[src/rtl/serial_adder.sv]
// Bit-serial adder: computes a + b + cin LSB first, one bit per clock,
// using a two-half-adder cell and a single carry flop between bits.
module serial_adder #(
  parameter int WIDTH = 8
) (
  input  logic             clk,
  input  logic             rst,
  input  logic             start,
  input  logic [WIDTH-1:0] a,
  input  logic [WIDTH-1:0] b,
  input  logic             cin,
  output logic [WIDTH-1:0] sum,
  output logic             co,
  output logic             busy,
  output logic             done
);

  // Counter must reach WIDTH without wrapping.
  localparam int CW = $clog2(WIDTH + 1);

  typedef enum logic [1:0] {
    IDLE  = 2'd0,
    SHIFT = 2'd1,
    DONE  = 2'd2
  } state_e;

  state_e           state_q, state_d;
  logic [WIDTH-1:0] a_sh_q, a_sh_d;
  logic [WIDTH-1:0] b_sh_q, b_sh_d;
  logic [WIDTH-1:0] res_q, res_d;
  logic             carry_q, carry_d;
  logic [CW-1:0]    cnt_q, cnt_d;
  logic [WIDTH-1:0] sum_q, sum_d;
  logic             co_q, co_d;
  logic             busy_q, busy_d;
  logic             done_q, done_d;

  logic ha1_s, ha1_c, ha2_s, ha2_c;
  logic bit_s, bit_c;
  logic accept;

  // Two cascaded half adders; either stage may generate the carry.
  assign ha1_s = a_sh_q[0] ^ b_sh_q[0];
  assign ha1_c = a_sh_q[0] & b_sh_q[0];
  assign ha2_s = ha1_s ^ carry_q;
  assign ha2_c = ha1_s & carry_q;
  assign bit_s = ha2_s;
  assign bit_c = ha1_c | ha2_c;

  // start is only honoured outside SHIFT, which gives the back-to-back path from DONE.
  assign accept = start && (state_q != SHIFT);

  always_comb begin
    // NOTE: every variable gets its hold value first so no path leaves it unassigned (no latch).
    state_d = state_q;
    a_sh_d  = a_sh_q;
    b_sh_d  = b_sh_q;
    res_d   = res_q;
    carry_d = carry_q;
    cnt_d   = cnt_q;
    sum_d   = sum_q;
    co_d    = co_q;
    busy_d  = busy_q;
    done_d  = 1'b0;

    case (state_q)
      SHIFT: begin
        a_sh_d  = a_sh_q >> 1;
        b_sh_d  = b_sh_q >> 1;
        res_d   = {bit_s, res_q[WIDTH-1:1]};
        carry_d = bit_c;
        cnt_d   = cnt_q + CW'(1);
        if (cnt_q == CW'(WIDTH - 1)) begin
          state_d = DONE;
          busy_d  = 1'b0;
          done_d  = 1'b1;
          sum_d   = {bit_s, res_q[WIDTH-1:1]};
          co_d    = bit_c;
        end
      end
      DONE:    state_d = IDLE;
      default: state_d = IDLE;
    endcase

    if (accept) begin
      state_d = SHIFT;
      a_sh_d  = a;
      b_sh_d  = b;
      carry_d = cin;
      res_d   = '0;
      cnt_d   = '0;
      busy_d  = 1'b1;
    end
  end

  // NOTE: sequential state uses non-blocking assignments so all flops update together.
  always_ff @(posedge clk) begin
    if (rst) begin
      state_q <= IDLE;
      a_sh_q  <= '0;
      b_sh_q  <= '0;
      res_q   <= '0;
      carry_q <= 1'b0;
      cnt_q   <= '0;
      sum_q   <= '0;
      co_q    <= 1'b0;
      busy_q  <= 1'b0;
      done_q  <= 1'b0;
    end else begin
      state_q <= state_d;
      a_sh_q  <= a_sh_d;
      b_sh_q  <= b_sh_d;
      res_q   <= res_d;
      carry_q <= carry_d;
      cnt_q   <= cnt_d;
      sum_q   <= sum_d;
      co_q    <= co_d;
      busy_q  <= busy_d;
      done_q  <= done_d;
    end
  end

  assign sum  = sum_q;
  assign co   = co_q;
  assign busy = busy_q;
  assign done = done_q;

endmodule
[config.mk]
export PLATFORM = sky130hd
export DESIGN_NAME = serial_adder
export DESIGN_NICKNAME = d
export VERILOG_FILES = /design/src/rtl/serial_adder.sv
export SDC_FILE = /design/constraint.sdc
export NUM_CORES = 1
export LEC_CHECK = 0
export ABC_CLOCK_PERIOD_IN_PS = 1650
export BUFFER_PORTS_ARGS = -buffer_cell sky130_fd_sc_hd__buf_4
export CAP_MARGIN = 0
export CORE_ASPECT_RATIO = 1.5
export CORE_UTILIZATION = 53
export DETAILED_ROUTE_END_ITERATION = 10
export HOLD_SLACK_MARGIN = 0.03
export PLACE_DENSITY_LB_ADDON = 0.15
export SLEW_MARGIN = 20
export SYNTH_ARGS = -nofsm -noshare
export SYNTH_HDL_FRONTEND = slang
export SYNTH_SLANG_ARGS = --single-unit
[constraint.sdc]
create_clock -name clk -period 1.65 [get_ports clk]
set_input_delay 0.2475 -clock clk [delete_from_list [all_inputs] [get_ports clk]]
set_output_delay 0.2475 -clock clk [all_outputs]
set_load 0.03 [all_outputs]
==> reports/results.txt <==
Mean instance size in the synthesized netlist: 10.2 um^2
Number of flip-flops and latches in the synthesized netlist: 41
Maximum operating frequency: 735 MHz
Netlist Area Pre-Place: 1590 um^2
Unrepaired setup endpoints after global routing: false
Vias in the first global route: 1154
Sinks on the clock net: 41
Fill cell total of the finished layout: 249
Post-Synthesis Cells: 156
Max Transition Viols Final: 0
Detailed Place HPWL: 2190 um
Average detailed-routed wire length per instance: 13.4 um
Status: completed
Final net count: 209
Number of design-rule violations left by the first detailed-router iteration: 54
Critical path data required time: 1890 ps
Net switching power of the design: 0.469 mW
Hold buffer count at cts: 0
Cts repair resizes: 0
Final Routed Wirelength: 3030 um
Die area: 3240 um^2
Critical path startpoint: cnt_q[0]$_SDFFE_PP0N_
Number of levels in the clock H-tree: 2
Multi-input gate area in the final layout: 716 um^2
First-pass GRT wire length: 5060 um
Cell-internal power: 1.47 mW
Post-synthesis cell type with the largest combined area: dfxtp_1
Proportion of register bits with asynchronous set or reset after synthesis: 0%
Sequential area share after synthesis: 51.5%
Count of final hold-check violations: 0
Leakage power: 0.839 nW
Count of boundary I/O pins: 31
Pwr per Cell Area: 994 nW/um^2
Area growth from synthesis to layout: 22.2%
Final Critical Period: 1360 ps
Number of iterations in the first detailed-routing pass: 6
Starting Density: 55.3%
Source-to-sink clock delay at the later pin of the worst-skew pair: 290 ps
Endpoint of the lowest-slack register-to-register path: sum[0]$_SDFFE_PP0P_
Critical path capture point: sum[0]$_SDFFE_PP0P_
Layout cell share with drive strength beyond 1: 24.5%
Antenna diode count: 0
Maximum vdd ir drop: 1.07 mV
CTS tree: built
Number of placement rows: 24
Flip-flop and latch area: 821 um^2
Highest fanout seen on the critical path: 10
Final core occ: 67.6%
Largest net degree at the start of global routing: 22
Number of buffers added on ports: 30
Prevailing post-synth register cell: dfxtp_1
Number of buffers created by CTS: 5
Antenna violations before repair: 0
Net Count, Synth: 178
Placeable core region: 2880 um^2
Combinational share of power: 10.3%
Height of the die: 69.2 um
Max Buffers Root-to-Sink: 2
Worst rel slew slack: 65.1%
Setup Fix Bufs, Post-CTS: 0
Count of distinct cell types in the synthesized netlist: 28
Routability congestion estimate: 0.710
Number of flops mapped to enable cells by yosys: 0
Leading cell types by count after synthesis: dfxtp_1, mux2i_1, nand2_1, nor2_1, a211oi_1
Part of the power in registers: 54.7%
Number of max-cap violations: 0
Worst reg2reg path depth: 3
Area of all placed cells without fillers: 1950 um^2
Count of final setup violators: 0
Period utilisation layout: 82.4%
Reg2Reg Launch Point: cnt_q[0]$_SDFFE_PP0N_
Placement-stage cell area: 1850 um^2
Data arrival time of the worst path: 1600 ps
Kind of end point of the critical path: register
Area fraction of the dominant cell type after synthesis: 51.5%
Aggregate global routing overflow: 0
Clock share of power: 35.0%
Number of vias in the routed layout: 1219
Count of nets left with antenna violations after detail routing: 0
Drt drc: 0
Cell chosen for the clock root: clkbuf_8
Worst Skew: 3.63 ps
Total negative setup slack: 0 ps
Synth warn: 0
Net switching share of the total power: 24.2%
Hold crit path type: primary input to register
Most frequent cell after synthesis: dfxtp_1
Critical path class: register to register
Die outline width: 46.8 um
Post-detailed-route via-to-cell ratio: 5.37
Transition time at the pin with the least slew margin: 522 ps
Reg clk slew, reported paths: 70 ps
Startpoint type of the worst setup path: register
Total Routing Usage GR: 21.3%
Top cells by area, synth: dfxtp_1, mux2i_1, a211oi_1
R2r setup slk: 290 ps
-- worst max-delay path: stages, from the launching register on --
cell and delay [ps]:
dfxtp_1 370, ha_1 230, nor4b_4 480, a22o_1 230
-- worst min path at each step --
stage	to	depth (start not counted)	slack (ps)	from
floorplan	state_q[1]$_SDFFE_PP0P_	1	350	rst
global placement	res_q[1]$_SDFFE_PP0N_	2	440	res_q[1]$_SDFFE_PP0N_
detailed placement	res_q[1]$_SDFFE_PP0N_	2	450	res_q[1]$_SDFFE_PP0N_
CTS	b_sh_q[7]$_SDFFE_PP0P_	3	240	b[7]
global route	a_sh_q[7]$_SDFFE_PP0P_	3	290	a[7]
finish	b_sh_q[7]$_SDFFE_PP0P_	3	250	b[7]
-- registers in the layout, indices dropped and copies added (netlist names) --
| signal | flops |
|---|---|
| a_sh_q | 8 |
| b_sh_q | 8 |
| busy | 1 |
| carry_q | 1 |
| cnt_q | 4 |
| co | 1 |
| done | 1 |
| res_q | 7 |
| state_q | 2 |
| sum | 8 |
-- power groups by stage --
stage / sequential [mW] / clock [mW] / combinational (mW)
detailed placement: 1.08 / 0 / 0.199
global route: 1.07 / 0.725 / 0.222
CTS: 1.06 / 0.690 / 0.201
global placement: 1.08 / 0 / 0.192
floorplan: 1.08 / 0 / 0.130
finish: 1.06 / 0.677 / 0.200
-- cell type report --
class | instances | area share (%)
multi-input combinational | 103 | 36.7
clock buffer | 6 | 4.24
sequential | 41 | 42.1
clock inverter | 2 | 0.706
inverter | 1 | 0.193
timing repair buffer | 35 | 13.5
tap | 39 | 2.50
-- kinds of logic after synthesis --
kind of cell | Yosys count | synth area share, %
buf+inv | 12 | 3.61
simple gates | 44 | 14.1
compound gates | 38 | 17.0
xor+xnor | 2 | 1.10
mux | 17 | 10.7
flops | 41 | 51.5
fa+ha+maj | 2 | 2.04
-- stage by stage --
step	hold WS, ps	setup WS (ps)	instances	power [mW]
final	248	290	227	1.94
after detailed placement	448	289	219	1.28
after global placement	444	351	219	1.27
after global routing	287	169	227	2.01
after CTS	242	268	227	1.95
after floorplan	354	479	156	1.21
-- cells in the final DEF, fill, tap and decap left out, types with 2 or more instances in the layout --
cell / count
dfxtp_1: 41
buf_4: 35
mux2i_1: 17
nor2_1: 17
nand2_1: 17
a211oi_1: 15
a21oi_1: 10
a22o_1: 9
clkbuf_8: 6
nor3_1: 2
-- metal layers --
metal,share of wire [%],vias to the layer above,GRT usage (%),routed length (um)
li1,-,613,-,-
met1,43,575,25.2,1310
met2,51,26,34.9,1560
met3,4.0,5,7.07,120
met4,1.4,0,6.67,43
met5,0,-,0,0
Note: power is estimated with default switching activity, not from simulation.
